File: src/rtl/uart_cmd_parser.sv
// ASCII command parser: "W aa dd CR" writes and "R aa CR" reads, issued as one-cycle strobes.
// Define UART_CMD_TIMEOUT_EN to discard partial commands after TIMEOUT_CYCLES idle cycles.
module uart_cmd_parser #(
    parameter int unsigned TIMEOUT_CYCLES = 1000000,
    parameter int unsigned TO_W           = 20
) (
    input  logic       clk,
    input  logic       reset,
    input  logic [7:0] rx_data,
    input  logic       rx_valid,
    output logic       we,
    output logic       re,
    output logic [7:0] w_addr,
    output logic [7:0] w_data,
    output logic [7:0] r_addr,
    output logic       cmd_err,
    output logic       busy
);

    typedef enum logic [3:0] {
        StIdle,
        StWAh,
        StWAl,
        StWDh,
        StWDl,
        StRAh,
        StRAl,
        StWaitCr,
        StError
    } state_e;

    localparam logic [7:0] ChCr    = 8'h0D;
    localparam logic [7:0] ChLf    = 8'h0A;
    localparam logic [7:0] ChSpace = 8'h20;

    state_e     state_q, state_d;
    logic [7:0] addr_q, addr_d;
    logic [7:0] data_q, data_d;
    logic       is_wr_q, is_wr_d;
    logic       err_d;
    logic       commit_w, commit_r;
    logic       timeout;
    logic       hex_ok;
    logic [3:0] hex_nib;

    // Returns {valid, nibble} for an ASCII hex digit.
    function automatic logic [4:0] hex_decode(input logic [7:0] b);
        logic [7:0] t;
        t = 8'h00;
        if (b >= 8'h30 && b <= 8'h39) begin
            t = b - 8'h30;
            return {1'b1, t[3:0]};
        end else if (b >= 8'h41 && b <= 8'h46) begin
            t = b - 8'h37;
            return {1'b1, t[3:0]};
        end else if (b >= 8'h61 && b <= 8'h66) begin
            t = b - 8'h57;
            return {1'b1, t[3:0]};
        end
        return 5'b0_0000;
    endfunction

    assign {hex_ok, hex_nib} = hex_decode(rx_data);

`ifdef UART_CMD_TIMEOUT_EN
    logic [TO_W-1:0] to_cnt_q, to_cnt_d;

    assign timeout = (state_q != StIdle) && (to_cnt_q == TO_W'(TIMEOUT_CYCLES));

    always_comb begin
        to_cnt_d = to_cnt_q + 1'b1;
        if (state_q == StIdle || timeout || rx_valid) begin
            to_cnt_d = '0;
        end
    end

    always_ff @(posedge clk) begin
        if (reset) begin
            to_cnt_q <= '0;
        end else begin
            to_cnt_q <= to_cnt_d;
        end
    end
`else
    assign timeout = 1'b0;
`endif

    always_comb begin
        state_d  = state_q;
        addr_d   = addr_q;
        data_d   = data_q;
        is_wr_d  = is_wr_q;
        err_d    = 1'b0;
        commit_w = 1'b0;
        commit_r = 1'b0;
        if (timeout) begin
            // A byte arriving in the timeout cycle is dropped.
            state_d = StIdle;
            err_d   = 1'b1;
        end else if (rx_valid) begin
            case (state_q)
                StIdle: begin
                    if (rx_data == 8'h57 || rx_data == 8'h77) begin
                        state_d = StWAh;
                        is_wr_d = 1'b1;
                    end else if (rx_data == 8'h52 || rx_data == 8'h72) begin
                        state_d = StRAh;
                        is_wr_d = 1'b0;
                    end else if (rx_data != ChCr && rx_data != ChLf) begin
                        state_d = StError;
                        err_d   = 1'b1;
                    end
                end
                StWAh, StWAl, StWDh, StWDl, StRAh, StRAl: begin
                    if (rx_data == ChSpace) begin
                        state_d = state_q;
                    end else if (!hex_ok) begin
                        state_d = StError;
                        err_d   = 1'b1;
                    end else begin
                        if (state_q == StWDh || state_q == StWDl) begin
                            data_d = {data_q[3:0], hex_nib};
                        end else begin
                            addr_d = {addr_q[3:0], hex_nib};
                        end
                        case (state_q)
                            StWAh:   state_d = StWAl;
                            StWAl:   state_d = StWDh;
                            StWDh:   state_d = StWDl;
                            StRAh:   state_d = StRAl;
                            default: state_d = StWaitCr;
                        endcase
                    end
                end
                StWaitCr: begin
                    if (rx_data == ChCr) begin
                        state_d  = StIdle;
                        commit_w = is_wr_q;
                        commit_r = !is_wr_q;
                    end else if (rx_data != ChSpace) begin
                        state_d = StError;
                        err_d   = 1'b1;
                    end
                end
                StError: begin
                    if (rx_data == ChCr) begin
                        state_d = StIdle;
                    end
                end
                default: state_d = StIdle;
            endcase
        end
    end

    always_ff @(posedge clk) begin
        if (reset) begin
            state_q <= StIdle;
            addr_q  <= 8'h00;
            data_q  <= 8'h00;
            is_wr_q <= 1'b0;
            we      <= 1'b0;
            re      <= 1'b0;
            w_addr  <= 8'h00;
            w_data  <= 8'h00;
            r_addr  <= 8'h00;
            cmd_err <= 1'b0;
        end else begin
            state_q <= state_d;
            addr_q  <= addr_d;
            data_q  <= data_d;
            is_wr_q <= is_wr_d;
            we      <= commit_w;
            re      <= commit_r;
            cmd_err <= err_d;
            if (commit_w) begin
                w_addr <= addr_q;
                w_data <= data_q;
            end
            if (commit_r) begin
                r_addr <= addr_q;
            end
        end
    end

    assign busy = (state_q != StIdle);

endmodule

File: config.mk
export PLATFORM = sky130hd
export DESIGN_NAME = uart_cmd_parser
export DESIGN_NICKNAME = d
export VERILOG_FILES = /design/src/rtl/uart_cmd_parser.sv
export SDC_FILE = /design/constraint.sdc
export NUM_CORES = 1
export LEC_CHECK = 0
export CAP_MARGIN = 40
export CORE_ASPECT_RATIO = 0.5
export CORE_MARGIN = 3
export CORE_UTILIZATION = 47
export CTS_CLUSTER_DIAMETER = 60
export DETAILED_ROUTE_END_ITERATION = 6
export PLACE_DENSITY = 0.86
export REMOVE_ABC_BUFFERS = 1
export SYNTH_ARGS = -nofsm -noshare
export SYNTH_HDL_FRONTEND = slang
export SYNTH_SLANG_ARGS = --single-unit
export TNS_END_PERCENT = 5
File: constraint.sdc
create_clock -name clk -period 2 [get_ports clk]
set_input_delay 0.4 -clock clk [delete_from_list [all_inputs] [get_ports clk]]
set_output_delay 0.4 -clock clk [all_outputs]
set_load 0.02 [all_outputs]
==> flow_summary.json <==
{
  "status": "complete, no violations",
  "slew_headroom_pct": 72.34,
  "htree_levels": 2,
  "n_antenna_cell": 0,
  "critPathArrivalTime_ns": 1.54,
  "crit_type": "register to primary output",
  "placementRows": 17,
  "hold_slack_ns": 0.5029,
  "async_flop_share_pct": 0,
  "layout_setup_ws_ns": 0.05880,
  "total_power_mw": 1.890,
  "grt_pass1_wl_um": 8790,
  "drtIter0Drc": 79,
  "place_hpwl_um": 4000,
  "drc_errors": 0,
  "critPathMaxFanout": 3,
  "core-area_um2": 4509,
  "whs_path_depth": 2,
  "wl_per_cell_um": 15.50,
  "yosys.cell_types.count": 51,
  "crit_slowest_cell": "or4_4",
  "grt_max_degree": 48,
  "fmax_ghz": 0.5151,
  "start_util_pct": 50.08,
  "port-buffer-count": 38,
  "synth_cells": 232,
  "clk_latency_ns": 0.30,
  "yosysSeqAreaShare_pct": 42.55,
  "cp-start-kind": "register",
  "area_growth_pct": 42.38,
  "end_kind": "primary output",
  "cap_viol_max_count": 0,
  "holdBufCountCts": 0,
  "wl_um": 5767,
  "cts_sinks": 48,
  "yosysTopAreaCell": "dfxtp_1",
  "grt_overflow": 0,
  "final_cell_area_um2": 3216,
  "final_cell_mix": "48 x dfxtp_1, 46 x nor2_1, 37 x buf_4",
  "placed_area_um2": 2945,
  "gp_congestion": 0.8102,
  "slowest_delay_ns": 0.57,
  "synth_ff_type": "dfxtp_1",
  "power_per_cell_area_nw_per_um2": 587.7,
  "vias": 2003,
  "p_leak_nw": 1.446,
  "synth_top_area_share_pct": 42.55,
  "synth_seq_cells": 48,
  "reg2reg_depth": 6,
  "synth_area_per_cell_um2": 9.735,
  "ys_warn_count": 0,
  "dp_slack_ns": -0.6013,
  "die-area_um2": 5723,
  "clk_pin_slew_worst_paths_ns": 0.09,
  "synth_edf_count": 0,
  "numCtsBuffers": 5,
  "cts_tree": "done",
  "path_cells": "or4_4 > dlygate4sd2_1",
  "die_h_um": 55.02,
  "finalSetupViolCount": 0,
  "final_common_cell": "dfxtp_1",
  "layout-drive-gt1-share_pct": 25.16,
  "grt_usage_pct": 19.28,
  "syn-cell-area_um2": 2258,
  "fin_crit_sh_pct": 97.06,
  "root_buffer": "clkbuf_8",
  "ir_drop_mv": 0.3577,
  "required_ns": 1.60,
  "timing_hold_violations_final": 0,
  "fin_crit_ns": 1.941,
  "dr.pass1.iters": 4,
  "finClkSkew_ns": 0.008195,
  "grt_pass1_vias": 1887,
  "ios": 39,
  "antenna_found_initial": 0,
  "clockBufferDepth": 2,
  "yosys-top-cells-area": "dfxtp_1 43%, mux2i_1 16%, nor2_1 7.8%",
  "hold_class": "register to register",
  "n_fill_cell": 322,
  "vias_per_cell": 5.384,
  "tightest_slew_ns": 0.4140,
  "ant_nets": 0,
  "maxSlewViolCount": 0,
  "rrSetupSlack_ns": 0.16,
  "die_x_um": 104.0,
  "layout.nets": 321
}
-- registers in the layout, summed over array words and instances, names as in the netlist --
| signal | count |
|---|---|
| we | 1 |
| re | 1 |
| r_addr | 8 |
| is_wr_q | 1 |
| w_addr | 8 |
| data_q | 8 |
| w_data | 8 |
| cmd_err | 1 |
| addr_q | 8 |
| state_q | 4 |
-- area by class of cell --
| cell class | instances | area [µm²] | area share (%) |
|---|---|---|---|
| repair buffers | 80 | 760.7 | 23.66 |
| well taps | 66 | 82.58 | 2.568 |
| clock buffers | 6 | 82.58 | 2.568 |
| inverters | 3 | 11.26 | 0.3502 |
| multi-input cells | 167 | 1279 | 39.77 |
| flip-flops and latches | 48 | 960.9 | 29.88 |
| clock inverters | 2 | 38.79 | 1.206 |
-- logic make-up after synthesis --
family                     count (synthesis)  synth area share [%]
DFF                                       48                 42.55
muxes                                     36                 16.01
and+or+nand+nor                           92                 22.16
buffers and inverters                     17                 4.210
xor gates and xnor gates                   1                0.3879
AOI/OAI and AO/OA                         33                 11.91
adders and majority gates                  5                 2.770
-- where the power goes --
group	internal [mW]	switching [mW]	total, mW
combinational	0.0956	0.0996	0.195
sequential	0.959	0.00203	0.961
clock	0.409	0.325	0.734
-- Yosys cell counts (all sizes together), types with 3 or more instances --
library cell,instances
nor3,7
a21oi,6
nor4b,3
o21ai,4
buf,8
a31oi,4
nand2,8
nor2b,6
nor3b,3
nor2,47
clkbuf,6
nand3,4
ha,5
a211oi,4
inv,3
mux2i,35
dfxtp,48
-- metal layers --
layer	GRT usage (%)	routed length, µm	share of wire, %
met4	5.298	55	0.95
met1	23.33	2545	44
met5	0	0	0
met2	36.13	2777	48
met3	4.287	388	6.7
-- through the flow --
stage,std cells,util (%),TNS [ns]
after floorplan,218,-,0
after global placement,358,65.32,-15.94
after detailed placement,358,65.32,-18.92
after CTS,367,69.23,-0.05004
after global routing,372,71.31,-0.007487
final,372,71.31,0
-- final timing paths --
check | endpoint | start
worst max-delay path | busy | state_q[3]
worst min-delay path | r_addr[0] | r_addr[0]
worst max register to register | state_q[2] | state_q[1]
worst min register to register | r_addr[0] | r_addr[0]
-- critical path, delay by kind of cell (launching register included) --
kind	cells	cell delay, ns
DFF	1	0.33
buffers and inverters	1	0.35
and+or+nand+nor	1	0.57
-- timing repair --
item | in CTS | in global routing
setup endpoints to repair | 30 | 24
gates cloned | 0 | 1
pin swaps | 3 | 5
buffers inserted | 1 | 4
gates resized for setup | 18 | 14
Note: power is estimated with default switching activity, not from simulation.
